File: src/rtl/shift_add_mul_pkg.sv
// rtl/shift_add_mul_pkg.sv - shared state encoding for the shift-add multiplier
// One-hot FSM states and the iteration counter width helper.
package shift_add_mul_pkg;

  localparam int STATE_W = 5;

  typedef enum logic [STATE_W-1:0] {
    ST_IDLE  = 5'b00001,
    ST_LOAD  = 5'b00010,
    ST_ADD   = 5'b00100,
    ST_SHIFT = 5'b01000,
    ST_DONE  = 5'b10000
  } state_e;

  // Enough bits to hold the value WIDTH itself without wrapping.
  function automatic int cnt_width(input int width);
    return $clog2(width + 1);
  endfunction

endpackage

File: src/rtl/shift_add_mul_if.sv
// rtl/shift_add_mul_if.sv - request/result bundle for the shift-add multiplier
// master drives the request side, slave is the multiplier.
interface shift_add_mul_if
  import shift_add_mul_pkg::*;
#(
  parameter int WIDTH = 6
);

  logic                 start;
  logic [WIDTH-1:0]     a_in;
  logic [WIDTH-1:0]     b_in;
  logic                 ready;
  logic                 done;
  logic [2*WIDTH-1:0]   product;
  logic                 load_w_out;
  logic                 cnt_out;
  logic [STATE_W-1:0]   ps_out;
  logic [STATE_W-1:0]   ns_out;

  modport master (
    output start, a_in, b_in,
    input  ready, done, product, load_w_out, cnt_out, ps_out, ns_out
  );

  modport slave (
    input  start, a_in, b_in,
    output ready, done, product, load_w_out, cnt_out, ps_out, ns_out
  );

endinterface

File: src/rtl/shift_add_mul_dp.sv
// rtl/shift_add_mul_dp.sv - w/b/s registers, adder, shifter and product register
// Optional zero-operand early exit under SHIFT_ADD_MUL_EARLY_EXIT_EN.
module shift_add_mul_dp #(
  parameter int WIDTH = 6
) (
  input  logic                 clk,
  input  logic                 reset,
  input  logic                 capture,
  input  logic                 clear,
  input  logic                 add_en,
  input  logic                 shift_en,
  input  logic                 prod_load,
  input  logic                 prod_zero,
  input  logic [WIDTH-1:0]     a_in,
  input  logic [WIDTH-1:0]     b_in,
  output logic                 early_exit,
  output logic [2*WIDTH-1:0]   product
);

  logic [WIDTH-1:0]   w_q, w_d;
  logic [WIDTH-1:0]   b_q, b_d;
  logic [WIDTH:0]     s_q, s_d;
  logic [2*WIDTH-1:0] product_q, product_d;

  always_comb begin
    w_d       = w_q;
    b_d       = b_q;
    s_d       = s_q;
    product_d = product_q;
    if (capture) begin
      w_d = a_in;
      b_d = b_in;
    end
    if (clear) begin
      s_d = '0;
    end
    if (add_en && b_q[0]) begin
      s_d = s_q + {1'b0, w_q};
    end
    if (shift_en) begin
      s_d = {1'b0, s_q[WIDTH:1]};
      b_d = {s_q[0], b_q[WIDTH-1:1]};
    end
    // Loaded alongside the final shift, so take the post-shift low 2*WIDTH bits.
    if (prod_load) begin
      product_d = prod_zero ? '0 : {s_q, b_q[WIDTH-1:1]};
    end
  end

  always_ff @(posedge clk) begin
    if (reset) begin
      w_q       <= '0;
      b_q       <= '0;
      s_q       <= '0;
      product_q <= '0;
    end else begin
      w_q       <= w_d;
      b_q       <= b_d;
      s_q       <= s_d;
      product_q <= product_d;
    end
  end

`ifdef SHIFT_ADD_MUL_EARLY_EXIT_EN
  assign early_exit = (w_q == '0) || (b_q == '0);
`else
  assign early_exit = 1'b0;
`endif

  assign product = product_q;

endmodule

File: src/rtl/shift_add_mul_ctrl.sv
// rtl/shift_add_mul_ctrl.sv - one-hot FSM top for the shift-add multiplier
// Early exit on zero operands is enabled by SHIFT_ADD_MUL_EARLY_EXIT_EN.
module shift_add_mul_ctrl
  import shift_add_mul_pkg::*;
#(
  parameter int WIDTH = 6
) (
  input  logic           clk,
  input  logic           reset,
  shift_add_mul_if.slave bus
);

  localparam int CNT_W = cnt_width(WIDTH);
  localparam logic [CNT_W-1:0] CNT_LAST = CNT_W'(WIDTH - 1);

  state_e           ps_q, ps_d;
  logic [CNT_W-1:0] cnt_q, cnt_d;
  logic             ready_q, ready_d;
  logic             done_q, done_d;
  logic             load_w_q, load_w_d;
  logic             cnt_out_q, cnt_out_d;

  logic capture, clear, add_en, shift_en, prod_load, prod_zero;
  logic early_exit;

  always_comb begin
    ps_d      = ps_q;
    cnt_d     = cnt_q;
    capture   = 1'b0;
    clear     = 1'b0;
    add_en    = 1'b0;
    shift_en  = 1'b0;
    prod_load = 1'b0;
    prod_zero = 1'b0;
    case (ps_q)
      ST_IDLE: begin
        if (bus.start) begin
          ps_d    = ST_LOAD;
          capture = 1'b1;
        end
      end
      ST_LOAD: begin
        clear = 1'b1;
        cnt_d = '0;
        if (early_exit) begin
          ps_d      = ST_DONE;
          prod_load = 1'b1;
          prod_zero = 1'b1;
        end else begin
          ps_d = ST_ADD;
        end
      end
      ST_ADD: begin
        add_en = 1'b1;
        ps_d   = ST_SHIFT;
      end
      ST_SHIFT: begin
        shift_en = 1'b1;
        cnt_d    = cnt_q + 1'b1;
        if (cnt_q == CNT_LAST) begin
          ps_d      = ST_DONE;
          prod_load = 1'b1;
        end else begin
          ps_d = ST_ADD;
        end
      end
      ST_DONE: ps_d = ST_IDLE;
      default: ps_d = ST_IDLE;
    endcase
    // Outputs are registered as decodes of the next state so they track ps_q exactly.
    ready_d   = (ps_d == ST_IDLE);
    done_d    = (ps_d == ST_DONE);
    load_w_d  = (ps_d == ST_LOAD);
    cnt_out_d = (ps_d == ST_SHIFT);
  end

  always_ff @(posedge clk) begin
    if (reset) begin
      ps_q      <= ST_IDLE;
      cnt_q     <= '0;
      ready_q   <= 1'b1;
      done_q    <= 1'b0;
      load_w_q  <= 1'b0;
      cnt_out_q <= 1'b0;
    end else begin
      ps_q      <= ps_d;
      cnt_q     <= cnt_d;
      ready_q   <= ready_d;
      done_q    <= done_d;
      load_w_q  <= load_w_d;
      cnt_out_q <= cnt_out_d;
    end
  end

  shift_add_mul_dp #(.WIDTH(WIDTH)) u_dp (
    .clk        (clk),
    .reset      (reset),
    .capture    (capture),
    .clear      (clear),
    .add_en     (add_en),
    .shift_en   (shift_en),
    .prod_load  (prod_load),
    .prod_zero  (prod_zero),
    .a_in       (bus.a_in),
    .b_in       (bus.b_in),
    .early_exit (early_exit),
    .product    (bus.product)
  );

  assign bus.ready      = ready_q;
  assign bus.done       = done_q;
  assign bus.load_w_out = load_w_q;
  assign bus.cnt_out    = cnt_out_q;
  assign bus.ps_out     = ps_q;
  assign bus.ns_out     = ps_d;

endmodule

File: src/flat_wrapper.sv
// flat-port wrapper written by rule: the top's interface ports become plain ports
module shift_add_mul_ctrl_flat import shift_add_mul_pkg::*;
#(
  parameter int WIDTH = 6
)
  (clk, reset, bus_start, bus_a_in, bus_b_in, bus_ready, bus_done, bus_product, bus_load_w_out, bus_cnt_out, bus_ps_out, bus_ns_out);
  shift_add_mul_if #(.WIDTH(WIDTH)) bus_i ();
  input  logic clk;
  input  logic reset;
  input wire logic [$bits(bus_i.start)-1:0] bus_start;
  input wire logic [$bits(bus_i.a_in)-1:0] bus_a_in;
  input wire logic [$bits(bus_i.b_in)-1:0] bus_b_in;
  output wire logic [$bits(bus_i.ready)-1:0] bus_ready;
  output wire logic [$bits(bus_i.done)-1:0] bus_done;
  output wire logic [$bits(bus_i.product)-1:0] bus_product;
  output wire logic [$bits(bus_i.load_w_out)-1:0] bus_load_w_out;
  output wire logic [$bits(bus_i.cnt_out)-1:0] bus_cnt_out;
  output wire logic [$bits(bus_i.ps_out)-1:0] bus_ps_out;
  output wire logic [$bits(bus_i.ns_out)-1:0] bus_ns_out;
  assign bus_i.start = bus_start;
  assign bus_i.a_in = bus_a_in;
  assign bus_i.b_in = bus_b_in;
  assign bus_ready = bus_i.ready;
  assign bus_done = bus_i.done;
  assign bus_product = bus_i.product;
  assign bus_load_w_out = bus_i.load_w_out;
  assign bus_cnt_out = bus_i.cnt_out;
  assign bus_ps_out = bus_i.ps_out;
  assign bus_ns_out = bus_i.ns_out;
  shift_add_mul_ctrl #(.WIDTH(WIDTH)) u_core (.clk(clk), .reset(reset), .bus(bus_i));
endmodule
File: config.mk
export PLATFORM = sky130hd
export DESIGN_NAME = shift_add_mul_ctrl_flat
export DESIGN_NICKNAME = d
export VERILOG_FILES = /design/src/rtl/shift_add_mul_pkg.sv /design/src/rtl/shift_add_mul_if.sv /design/src/rtl/shift_add_mul_dp.sv /design/src/rtl/shift_add_mul_ctrl.sv /design/src/flat_wrapper.sv
export SDC_FILE = /design/constraint.sdc
export NUM_CORES = 1
export LEC_CHECK = 0
export CAP_MARGIN = 20
export CORE_MARGIN = 3
export CORE_UTILIZATION = 50
export DETAILED_ROUTE_END_ITERATION = 10
export DONT_BUFFER_PORTS = 1
export GPL_TIMING_DRIVEN = 0
export PLACE_DENSITY = 0.77
export SKIP_CTS_REPAIR_TIMING = 1
export SYNTH_ARGS = -nofsm -noshare
export SYNTH_HDL_FRONTEND = slang
export SYNTH_SLANG_ARGS = --single-unit
File: constraint.sdc
create_clock -name clk -period 1.75 [get_ports clk]
set_input_delay 0.175 -clock clk [delete_from_list [all_inputs] [get_ports clk]]
set_output_delay 0.175 -clock clk [all_outputs]
set_load 0.005 [all_outputs]
==> qor.log <==
qor: global_route.gr-usage-all-layers 0.181
qor: route.drt-total-wl 4.62 mm
qor: floorplanning.fp.dieH 69.9 µm
qor: route.avgRoutedWirePerCell 16.3 µm
qor: global_route.overflow_after_grt 0
qor: clock_tree.clock_sinks 43
qor: placed_design.port-buffer-count 0
qor: route.drt_first_iter_violations 105
qor: global_route.grt_start_max_net_pins 16
qor: route.antenna_violating_nets_post_route 0
qor: yosys.synth.yosys.warnings 0
qor: yosys.synth.area.top_cells dfxtp_1 42%, mux2i_1 12%, nor2_1 6.8%
qor: floorplanning.std_cell_rows 22
qor: clock_tree.clk_transition_reported_paths 0.10 ns
qor: yosys.ys_seq_area_frac 0.422
qor: timing.grt_setup_unrepaired yes
qor: floorplanning.total_die_area 4880 µm²
qor: yosys.synthArstFlopShare 0
qor: floorplanning.floorplan.die.width 69.9 µm
qor: setup_path.crit_fanout 8
qor: global_route.antenna_found_initial 0
qor: power_and_ir_drop.power.static_leakage 0.00103 µW
qor: finish.layout_commonest_cell nor2_1
qor: finish.finalNetCount 258
qor: yosys.yosys.area.top_type_share 0.422
qor: setup_path.start_kind flip-flop
qor: route.num_vias 1637
qor: clock_tree.total_clock_buffers_created_by_cts 5
qor: yosys.netlist_area 2040 µm²
qor: placed_design.hpwl 3.08 mm
qor: finish.diodes 0
qor: yosys.netlist.top_cell.by_area dfxtp_1
qor: timing.timing.final.hold_violations 0
qor: yosys.postSynthRegisterBits 43
qor: yosys.syn_nets 239
qor: yosys.syn_inst_count 215
qor: run_status.violations negative setup slack
qor: setup_path.path_class flip-flop to output port
qor: route.drt_pre_antenna_iters 4
qor: timing.setup-violations-final 15
qor: global_route.grt_pass1_wl 7.16 mm
qor: placed_design.dpl_worst_slack -0.145 ns
qor: yosys.synth-edff-count 0
qor: timing.final.setup.tns -1.40 ns
qor: route.route.detailed.drc 0
qor: job.maxCapViolations 0
qor: clock_tree.clk_root_buffer_cell clkbuf_8
qor: clock_tree.cts_max_level 2
qor: power_and_ir_drop.ir_drop 0.000568 V
qor: floorplanning.floorplan.core_area 3800 µm²
qor: finish.fraction_of_layout_cells_with_a_size_suffix_above_1 0.226
qor: run_status.outcome finished with violations
qor: yosys.synth.avg_cell_area 9.49 µm²
qor: route.vias_per_cell 5.78
qor: global_route.grt_pass1_vias 1516
qor: timing.final_critical_path_setup_slack -0.179 ns
qor: setup_path.timing.reg2reg.setup_slack -0.15 ns
qor: finish.final_cell_mix 37 x nor2_1, 34 x dfxtp_1, 25 x mux2i_1
qor: floorplanning.num_io_pins 41
qor: finish.synthToLayoutAreaGrowth 19.0%
qor: timing.fmax 518 MHz
qor: timing.max-slew-margin-rel 0.565
qor: clock_tree.tritoncts yes
qor: timing.finalCritPeriodShare 1.10
qor: timing.worst_clock_skew 0.0113 ns
qor: clock_tree.clockBufferDepth 2
qor: setup_path.critPathRequiredTime 1.57 ns
qor: timing.finalCriticalPeriod 1.93 ns
qor: setup_path.timing.critical_path.to_type output port
qor: min_path.timing.hold.worst.class input pin to flip-flop
qor: floorplanning.floorplan.initialDensity 0.537
qor: placed_design.place.gp.congestion 0.839
qor: finish.fillCellCount 327
qor: setup_path.critPathArrivalTime 1.75 ns
qor: timing.maxSlewViolCount 0
qor: power_and_ir_drop.p_per_area 844 nW/µm²
qor: clock_tree.clock_insertion_delay_worst_skew 0.30 ns
qor: timing.tightest_slew 0.647 ns
qor: yosys.yosysUniqueCellTypes 43
qor: yosys.synth_ff_type dfxtp_1
==> critical path: stages (launching register included) <==
cell and delay [ns]:
dfxtp_2 0.34, buf_6 0.13, or2_4 0.24, or4_4 0.54, buf_12 0.16, clkinv_4 0.03
==> power breakdown <==
group	internal [µW]	switching, µW	total [µW]
Combinational	101	98.4	200
Clock	433	385	818
Sequential	1000	26.7	1030
==> layer usage <==
metal / track usage / vias up / share of wire
met5: 0 / - / 0
met4: 0.0447 / 0 / 0.0089
met3: 0.0504 / 5 / 0.055
met2: 0.270 / 51 / 0.46
met1: 0.260 / 776 / 0.48
li1: - / 805 / -
==> synth_stat cells, types with 5 or more instances <==
master and n:
clkbuf_1 8, mux2i_1 25, nand2_1 9, ha_1 8
a211oi_1 9, nor2_1 37, nor3_1 5, a211o_1 5
a21oi_1 7, nor2b_1 7, dfxtp_1 43
==> path summary, 6_finish.rpt <==
| path | start | end | cells past startpoint |
|---|---|---|---|
| max | u_core.bus.ps_out[2]$_SDFF_PP0_ | bus_ns_out[1] | 5 |
| min | bus_a_in[2] | u_core.u_dp.w_q[2]$_SDFFE_PP0P_ | 2 |
| max reg2reg | u_core.bus.ps_out[2]$_SDFF_PP0_ | u_core.u_dp.w_q[0]$_SDFFE_PP0P_ | 7 |
| min reg2reg | u_core.u_dp.s_q[3]$_SDFFE_PP0P_ | u_core.u_dp.s_q[2]$_SDFFE_PP0P_ | 2 |
==> layout make-up <==
| class | instances | area [µm²] | area share |
|---|---|---|---|
| buffer | 12 | 81.3 | 0.0335 |
| inverter | 4 | 20.0 | 0.00825 |
| clock buffer | 5 | 68.8 | 0.0284 |
| timing repair buffer | 13 | 115 | 0.0474 |
| tap | 48 | 60.1 | 0.0248 |
| multi-input combinational | 155 | 1160 | 0.477 |
| sequential | 43 | 877 | 0.362 |
| clock inverter | 3 | 47.5 | 0.0196 |
==> logic make-up after synthesis <==
family | count (synthesis) | share of synthesized area
flip-flops | 43 | 0.422
AO/OA/AOI/OAI | 41 | 0.150
multiplexers | 26 | 0.128
AND/OR/NAND/NOR | 77 | 0.184
adder cells (fa/ha/maj) | 9 | 0.0589
buffers and inverters | 17 | 0.0485
XOR/XNOR | 2 | 0.00859
==> flip-flops by register name (all words and copies together) (netlist names) <==
signal,cells
u_core.bus.cnt_out,1
u_core.bus.done,1
u_core.bus.load_w_out,1
u_core.bus.ps_out,5
u_core.bus.ready,1
u_core.cnt_q,3
u_core.u_dp.b_q,6
u_core.u_dp.product,12
u_core.u_dp.s_q,7
u_core.u_dp.w_q,6
==> metrics by stage <==
stage               cells  utilization  hold slack (ns)  area [µm²]  total power [µW]
global route          283        0.639           0.0145        2430              2130
CTS                   271        0.584           0.0150        2220              2010
global placement      263        0.554            0.320        2100              1210
detailed placement    263        0.554            0.330        2100              1210
floorplan             215            -            0.319        2040              1180
finish                283        0.639           0.0105        2430              2050
Note: power is estimated with default switching activity, not from simulation.
